## src/rtl/rfrac_conv18_16_stg2.sv

```systemverilog
// rtl/rfrac_conv18_16_stg2.sv - MRC stage 2: D3 = A3, A_j' = ((A_j - A3) mod M_j) * M3^-1 mod M_j.
// Optional residue range checking is built when RFRAC_RES_CHK_EN is defined.
module rfrac_conv18_16_stg2 #(
   parameter int M3   = 78125,
   parameter int M4   = 131072,
   parameter int M5   = 177147,
   parameter int M6   = 117649,
   parameter int INV4 = 83621,
   parameter int INV5 = 159896,
   parameter int INV6 = 22816
) (
   input  logic        clk,
   input  logic        reset,
   input  logic [17:0] mr_A3_in,
   input  logic [17:0] mr_A4_in,
   input  logic [17:0] mr_A5_in,
   input  logic [17:0] mr_A6_in,
   input  logic        in_valid,
   output logic        in_ready,
   output logic [17:0] mr_A4_out,
   output logic [17:0] mr_A5_out,
   output logic [17:0] mr_A6_out,
   output logic [17:0] mr_D3_out,
   output logic        out_valid,
   input  logic        out_ready,
   output logic        err_out,
   output logic        err_sticky
);

   if (M4 < M3 || M5 < M3 || M6 < M3 ||
       M4 >= (1 << 18) || M5 >= (1 << 18) || M6 >= (1 << 18)) begin : g_bad_modulus
      $error("rfrac_conv18_16_stg2: lane modulus out of range");
   end

   localparam logic [2:0][17:0] MJ   = {18'(M6), 18'(M5), 18'(M4)};
   localparam logic [2:0][17:0] INVJ = {18'(INV6), 18'(INV5), 18'(INV4)};

   logic [2:0][17:0] a_in;
   logic             ce;
   logic             err_in;

   logic [3:0]       v_q, v_d;
   logic [3:0]       err_q, err_d;
   logic [3:0][17:0] a3_q, a3_d;
   logic [2:0][17:0] dif_q, dif_d;
   logic [2:0][35:0] prod_q, prod_d;
   logic [2:0][35:0] prod3_q, prod3_d;
   logic [2:0][17:0] quo_q, quo_d;
   logic [2:0][17:0] res_q, res_d;
   logic             sticky_q, sticky_d;

   assign a_in = {mr_A6_in, mr_A5_in, mr_A4_in};
   assign ce   = !v_q[3] || out_ready;

   always_comb begin
      err_in = 1'b0;
`ifdef RFRAC_RES_CHK_EN
      err_in = (mr_A3_in >= 18'(M3));
      for (int j = 0; j < 3; j++) begin
         if (a_in[j] >= MJ[j]) err_in = 1'b1;
      end
`endif
   end

   always_comb begin
      v_d      = v_q;
      err_d    = err_q;
      a3_d     = a3_q;
      dif_d    = dif_q;
      prod_d   = prod_q;
      prod3_d  = prod3_q;
      quo_d    = quo_q;
      res_d    = res_q;
      sticky_d = sticky_q || (v_q[3] && err_q[3]);
      if (ce) begin
         v_d   = {v_q[2:0], in_valid};
         err_d = {err_q[2:0], err_in};
         a3_d  = {a3_q[2:0], mr_A3_in};
         for (int j = 0; j < 3; j++) begin
            // Wrap branch relies on 18-bit modular arithmetic; the true result is < M_j.
            if (a_in[j] >= mr_A3_in) dif_d[j] = a_in[j] - mr_A3_in;
            else                     dif_d[j] = a_in[j] + MJ[j] - mr_A3_in;
            prod_d[j]  = 36'(dif_q[j]) * 36'(INVJ[j]);
            // Quotient is below INV_j for legal inputs, so it fits in 18 bits.
            quo_d[j]   = 18'(prod_q[j] / 36'(MJ[j]));
            prod3_d[j] = prod_q[j];
            res_d[j]   = 18'(prod3_q[j] - 36'(quo_q[j]) * 36'(MJ[j]));
         end
      end
   end

   always_ff @(posedge clk) begin
      if (reset) begin
         v_q      <= '0;
         err_q    <= '0;
         a3_q     <= '0;
         dif_q    <= '0;
         prod_q   <= '0;
         prod3_q  <= '0;
         quo_q    <= '0;
         res_q    <= '0;
         sticky_q <= 1'b0;
      end else begin
         v_q      <= v_d;
         err_q    <= err_d;
         a3_q     <= a3_d;
         dif_q    <= dif_d;
         prod_q   <= prod_d;
         prod3_q  <= prod3_d;
         quo_q    <= quo_d;
         res_q    <= res_d;
         sticky_q <= sticky_d;
      end
   end

   assign in_ready   = ce;
   assign out_valid  = v_q[3];
   assign mr_A4_out  = res_q[0];
   assign mr_A5_out  = res_q[1];
   assign mr_A6_out  = res_q[2];
   assign mr_D3_out  = a3_q[3];
   assign err_out    = err_q[3];
   assign err_sticky = sticky_q;

endmodule

```

## config.mk

```make
export PLATFORM = sky130hd
export DESIGN_NAME = rfrac_conv18_16_stg2
export DESIGN_NICKNAME = d
export VERILOG_FILES = /design/src/rtl/rfrac_conv18_16_stg2.sv
export SDC_FILE = /design/constraint.sdc
export NUM_CORES = 2
export LEC_CHECK = 0
export ABC_CLOCK_PERIOD_IN_PS = 69400
export BUFFER_PORTS_ARGS = -buffer_cell sky130_fd_sc_hd__buf_2
export CAP_MARGIN = 15
export CORE_MARGIN = 1.5
export CORE_UTILIZATION = 60
export DETAILED_ROUTE_END_ITERATION = 8
export GPL_TIMING_DRIVEN = 1
export PLACE_DENSITY = 0.77
export SETUP_SLACK_MARGIN = 0.3
export SLEW_MARGIN = 20
export SYNTH_ARGS = -nofsm -noshare
export SYNTH_HDL_FRONTEND = slang
export SYNTH_SLANG_ARGS = --single-unit
export TNS_END_PERCENT = 5
```

## constraint.sdc

```tcl
create_clock -name clk -period 69.4 [get_ports clk]
set_input_delay 10.41 -clock clk [delete_from_list [all_inputs] [get_ports clk]]
set_output_delay 10.41 -clock clk [all_outputs]
set_load 0.05 [all_outputs]
```

# After elaboration in Yosys (flattened, before gate mapping)
# Cells that the tools add are included.
# totals
word_cells	47
ff_bits	346
in_bits	76
output_inout_bits	76
# op_classes
multipliers	5
n_div	2
n_reduce_logical	2
magnitude_cmp	3
mux	3
n_addsub	12
# ops
op	count
subtractor 18 bit	9
>= comparator 18 bit	3
two-way mux 18 bit	3
adder 18 bit, second input constant	2
divider 33 x 17 -> 36 bit, second input constant	1
divider 36 x 18 -> 36 bit, second input constant	1
multiplier 18 x 17 -> 18 bit, second input constant	2
multiplier 18 x 15 -> 33 bit, second input constant	1
multiplier 18 x 10 -> 28 bit, second input constant	1
adder 18 x 17 -> 18 bit, second input constant	1
multiplier 18 x 18 -> 18 bit, second input constant	1
logical NOT 1 bit	1
logical OR 1 bit	1

# Depth between registers and ports, before layout
# depth
depth_word	3
depth_mapped	106
mapped_depth_nobuf	90

# Worst setup path before layout
# No wires, ideal clock.
# synth_timing
path_type	flip-flop to flip-flop
startpoint	register prod_q[90] in the netlist's numbering
endpoint	register quo_q[36] in the netlist's numbering
t_arrival_ns	24.432
setup_ns	0.132
slack_ns	44.836
path_stages_with_launch	103
synth_period_minus_slack_ns	24.564
path_cell_list	dfxtp_1 -> buf_2 -> o41ai_2 -> a21boi_1 -> o21ai_1 -> buf_4 -> nor2_1 -> a211oi_1 -> a21oi_1 -> or3_1 -> clkbuf_1 -> a41oi_1 -> xnor2_1 -> or4_1 -> a221oi_1 -> o41a_1 -> o21ai_1 -> a21oi_1 -> (+67 left out) -> a21oi_1 -> o21a_1 -> buf_2 -> clkbuf_1 -> ha_1 -> nor2_1 -> nand2_1 -> nand2_1 -> nand3_1 -> a21boi_1 -> o211ai_1 -> a21oi_1 -> clkbuf_1 -> nor2_1 -> o21ai_1 -> a21oi_1 -> o221ai_1 -> a311oi_1
# synth_between
elab_chain_cells	1
# synth_rtl
item	line_no	source
from (decl)	46	logic [2:0][35:0] prod_q, prod_d;
from (signal assigned)	108	prod_q <= prod_d;
divider 33 x 17 -> 36 bit	85	quo_d[j] = 18'(prod_q[j] / 36'(MJ[j]));
to (signal assigned)	110	quo_q <= quo_d;
to (decl)	48	logic [2:0][17:0] quo_q, quo_d;
# No other way between the ends.
# A chain may end at the register's enable or synchronous reset.

# Worst setup path after layout
# layout_timing
startpoint	register prod_q[53] in the netlist's numbering
endpoint	register quo_q[18] in the netlist's numbering
# layout_between
elab_chain_cells	1
# layout_rtl
item	line_no
divider 36 x 18 -> 36 bit	85
# No other way between the ends.

==> impl_results.md <==
* Result of the run: finished, final reports clean
* Via count of the first global-routing pass at 49,500
* Startpoint type of the worst setup path: register
* Overall global routing resource usage at 0.311
* Syn Area/Cell at roughly 7.5 um2
* Skew-Pair Late Insertion Delay at 0.63 ns
* Fin. max-slew vios at 0
* Max Fanout on Critical Path at 21
* Die X at 308 um
* RePlAce Congestion at 0.938
* Final period demand of the worst path at 32.13 ns
* Delay contributed by the slowest stage of the critical path at 0.91 ns
* Share of post-route cells with drive strength above 1 at 0.0597
* H-Tree Level Count at 2
* Final TNS setup at 0 ns
* Iteration-0 DRC count of the detailed router at 4,004
* Adder-Cell Fraction of Synth Area at 0.242
* CTS tree: yes
* Capture point of the worst reg-to-reg path: quo_q[18]
* Max transition margin at 0.142
* Number of distinct library cells after synthesis at 139
* Area leader, netlist: sky130_fd_sc_hd__ha_1
* Area growth syn-to-layout at 4.81%
* Maximum number of pins on one net before global-route repair at 223
* Number of vias per cell after detailed routing at about 6
* Kind of end point of the critical path: register
* Number of synthesized register bits at 340
* Max Clock Skew at 0.0404 ns
* Initial core utilization at 0.608
* Startpoint of the lowest-slack register-to-register path: prod_q[53]
* Die area at 0.0950 mm2
* Post-CTS setup-driven buffer insertion count at 0
* Setup repair after global routing missed its margin: false
* Final count of hold timing violations at 0
* Routed length on met2 at 72,800 um
* First-pass DRT Iterations at 6
* Kind of critical path: reg -> reg
* Worst-path clk slew at about 0.08 ns
* Worst hold path endpoint: a3_q[53]
* Start point of the worst min-delay path: a3_q[35]
* Timing-limited maximum frequency at 0.0311 GHz
* Portion of netlist area occupied by mux cells at 0.0161
* Met3 layer wire length in the routed design at ~7400 um
* Post-synth EDFFs at 0
* Hold WC Path Type: reg -> reg
* Number of stages on the worst hold path at 2
* Warnings, synthesis at 0
* Number of antenna violations at the first check in global routing at 8
* Instance count of the mapped netlist at 7,491
* Fraction of synthesized cell area in xor and xnor cells at 0.0975
* Actual transition at the worst max-transition pin at 1.29 ns
* Top-Level Pins at 152
* Root Buffer Master: sky130_fd_sc_hd__clkbuf_16
* Proportion of netlist area held by the largest area contributor at 0.134
* Post-cts resize count at 0
* Setup violations, final at 0
* Routed wirelength normalized by instance count at about 17 um
* Hold bufs inserted after CTS at 0
* Worst setup slack for register-to-register paths at about 37 ns
* Antenna violation net count after detailed routing at 0
* Most common flop cell mapped by yosys: sky130_fd_sc_hd__dfxtp_1
* Drt drc at 0
* Post-Synth Simple-Gate Area at 0.198
* Proportion of register bits with asynchronous set or reset after synthesis at 0
* Port Buffer Count at roughly 150
* Combinational family with the most area after synthesis: adder cells
* Area of the placeable core at 0.0919 mm2
* Net count of the finished layout at between 8,000 and 9,000
* Highest layer used for signal routing: met5
* WL met1 at just under 70,000 um
* Largest buffer count on any clock path at 3
* Launch point of the critical path: prod_q[53]
* Via count of the routed design at between 50,000 and 60,000
* Share of the cycle needed by the critical path after routing at 0.463
* Worst EP arrival at 32.66 ns
* Synth Cell Area at 0.0559 mm2
* Global-route wire length before repair at 248,000 um
* Overall die height at a little over 300 um
* Top cells by area, synth: sky130_fd_sc_hd__ha_1 (13%), sky130_fd_sc_hd__dfxtp_1 (12%), sky130_fd_sc_hd__fa_1 (10%), sky130_fd_sc_hd__xnor2_1 (7.1%), sky130_fd_sc_hd__a21oi_1 (6.0%)
* TritonCTS Sinks at 340
* Num rows at 111
* TritonCTS Buffers at 43
* Count of cells along the worst register-to-register path at between 80 and 90
* Part of the Yosys area used for sequential elements at 0.122
* Post-synthesis compound-gate area fraction at 0.241
* WL final at ~150,000 um
* Slowest cell on the critical path: sky130_fd_sc_hd__a311oi_2
* Total overflow reported by the global router at 0
* Total of max-cap violations at 0
* Required time at the endpoint of the critical path at approximately 70 ns
* Estimated wirelength of the detail-placed design at approximately 120,000 um
[worst max-delay path: cells and delay by family (launching register included)]
family	cells	cell delay (ns)
AOI/OAI and AO/OA	42	16.69
xor gates and xnor gates	2	0.36
adders and majority gates	3	0.98
buffers and inverters	2	0.15
DFF	1	0.53
muxes	6	2.29
and+or+nand+nor	29	10.94
[cell usage after synthesis, types with 68 or more instances]
cell                       count
sky130_fd_sc_hd__nor3_1      160
sky130_fd_sc_hd__a21oi_1     665
sky130_fd_sc_hd__o21ai_0     287
sky130_fd_sc_hd__xor2_1      157
sky130_fd_sc_hd__clkbuf_1    219
sky130_fd_sc_hd__fa_1        293
sky130_fd_sc_hd__dfxtp_1     340
sky130_fd_sc_hd__xnor2_1     452
sky130_fd_sc_hd__a31oi_1      88
sky130_fd_sc_hd__inv_1       857
sky130_fd_sc_hd__nand2_1     879
sky130_fd_sc_hd__and2_1       68
sky130_fd_sc_hd__o21bai_1     92
sky130_fd_sc_hd__nor2_1      571
sky130_fd_sc_hd__ha_1        598
sky130_fd_sc_hd__o211ai_1     72
sky130_fd_sc_hd__a211oi_1    141
sky130_fd_sc_hd__nand3_1     127
[layer usage]
metal / track usage / up-vias
li1: - / 26000
met1: 0.410 / 25200
met2: 0.542 / 1410
met3: 0.0299 / 242
met4: 0.0821 / 10
met5: 0 / -
[cell families after synthesis]
family	after synthesis
flops	340
mux	86
fa+ha+maj	907
compound gates	2021
buf+inv	1176
other cells	1
xor+xnor	615
simple gates	2345
[metrics by stage]
step	instances	worst slack [ns]	area [um2]	hold WS [ns]	utilization
after global placement	8599	38.41	57100	0.435	0.621
after detailed placement	8599	37.67	57100	0.442	0.621
after floorplan	7493	44.84	55900	0.432	-
after CTS	8676	37.53	58500	0.449	0.637
final	8678	37.27	58600	0.442	0.637
after global routing	8677	34.89	58600	0.460	0.637
[registers in the layout, indices dropped and copies added, names as in the netlist]
register and cells:
prod_q 78, a3_q 54, dif_q 53, prod3_q 45, quo_q 35, mr_A5_out 18, mr_A6_out 18, mr_D3_out 18
mr_A4_out 17, v_q 4
[cells in the final DEF (no fill, tap or decap), types with 41 or more instances in the layout]
cell type | synthesis | routed
sky130_fd_sc_hd__nand3_1 | 127 | 127
sky130_fd_sc_hd__clkbuf_16 | 0 | 43
sky130_fd_sc_hd__o21a_1 | 47 | 47
sky130_fd_sc_hd__nand4_1 | 52 | 52
sky130_fd_sc_hd__a211oi_1 | 141 | 141
sky130_fd_sc_hd__xor2_1 | 157 | 157
sky130_fd_sc_hd__dfxtp_1 | 340 | 340
sky130_fd_sc_hd__mux2i_1 | 59 | 58
sky130_fd_sc_hd__nor4_1 | 60 | 60
sky130_fd_sc_hd__and2_1 | 68 | 68
sky130_fd_sc_hd__nand2b_1 | 60 | 60
sky130_fd_sc_hd__buf_2 | 43 | 147
sky130_fd_sc_hd__or3_1 | 58 | 58
sky130_fd_sc_hd__inv_1 | 857 | 856
sky130_fd_sc_hd__nor2_1 | 571 | 571
sky130_fd_sc_hd__ha_1 | 598 | 598
sky130_fd_sc_hd__nor3_1 | 160 | 160
sky130_fd_sc_hd__xnor2_1 | 452 | 452
sky130_fd_sc_hd__or2_2 | 44 | 44
sky130_fd_sc_hd__fa_1 | 293 | 293
sky130_fd_sc_hd__and3_1 | 49 | 49
sky130_fd_sc_hd__o211ai_1 | 72 | 72
sky130_fd_sc_hd__o21ai_0 | 287 | 287
sky130_fd_sc_hd__a31oi_1 | 88 | 86
sky130_fd_sc_hd__a21o_1 | 66 | 66
sky130_fd_sc_hd__a21oi_1 | 665 | 664
sky130_fd_sc_hd__nand2_1 | 879 | 879
sky130_fd_sc_hd__o21bai_1 | 92 | 92
sky130_fd_sc_hd__o21ai_1 | 41 | 41
[layout make-up]
type	instances	area (um2)
antenna	2	5.00
clock buffer	53	1190
clock inverter	24	289
fill	8344	33400
inverter	860	3240
multi-input combinational	5977	44500
sequential	340	6810
tap	1243	1560
timing repair buffer	179	1020
[worst max-delay path by stage]
stage	to	cells past startpoint
2_1_floorplan	quo_q[36]	102
3_3_place_gp	quo_q[18]	84
3_5_place_dp	quo_q[18]	84
4_1_cts	quo_q[18]	84
5_1_grt	quo_q[18]	86
6_report	quo_q[18]	84
Power is not shown: default switching activity piles up to over one toggle a cycle in this logic, so the estimate is an artifact.
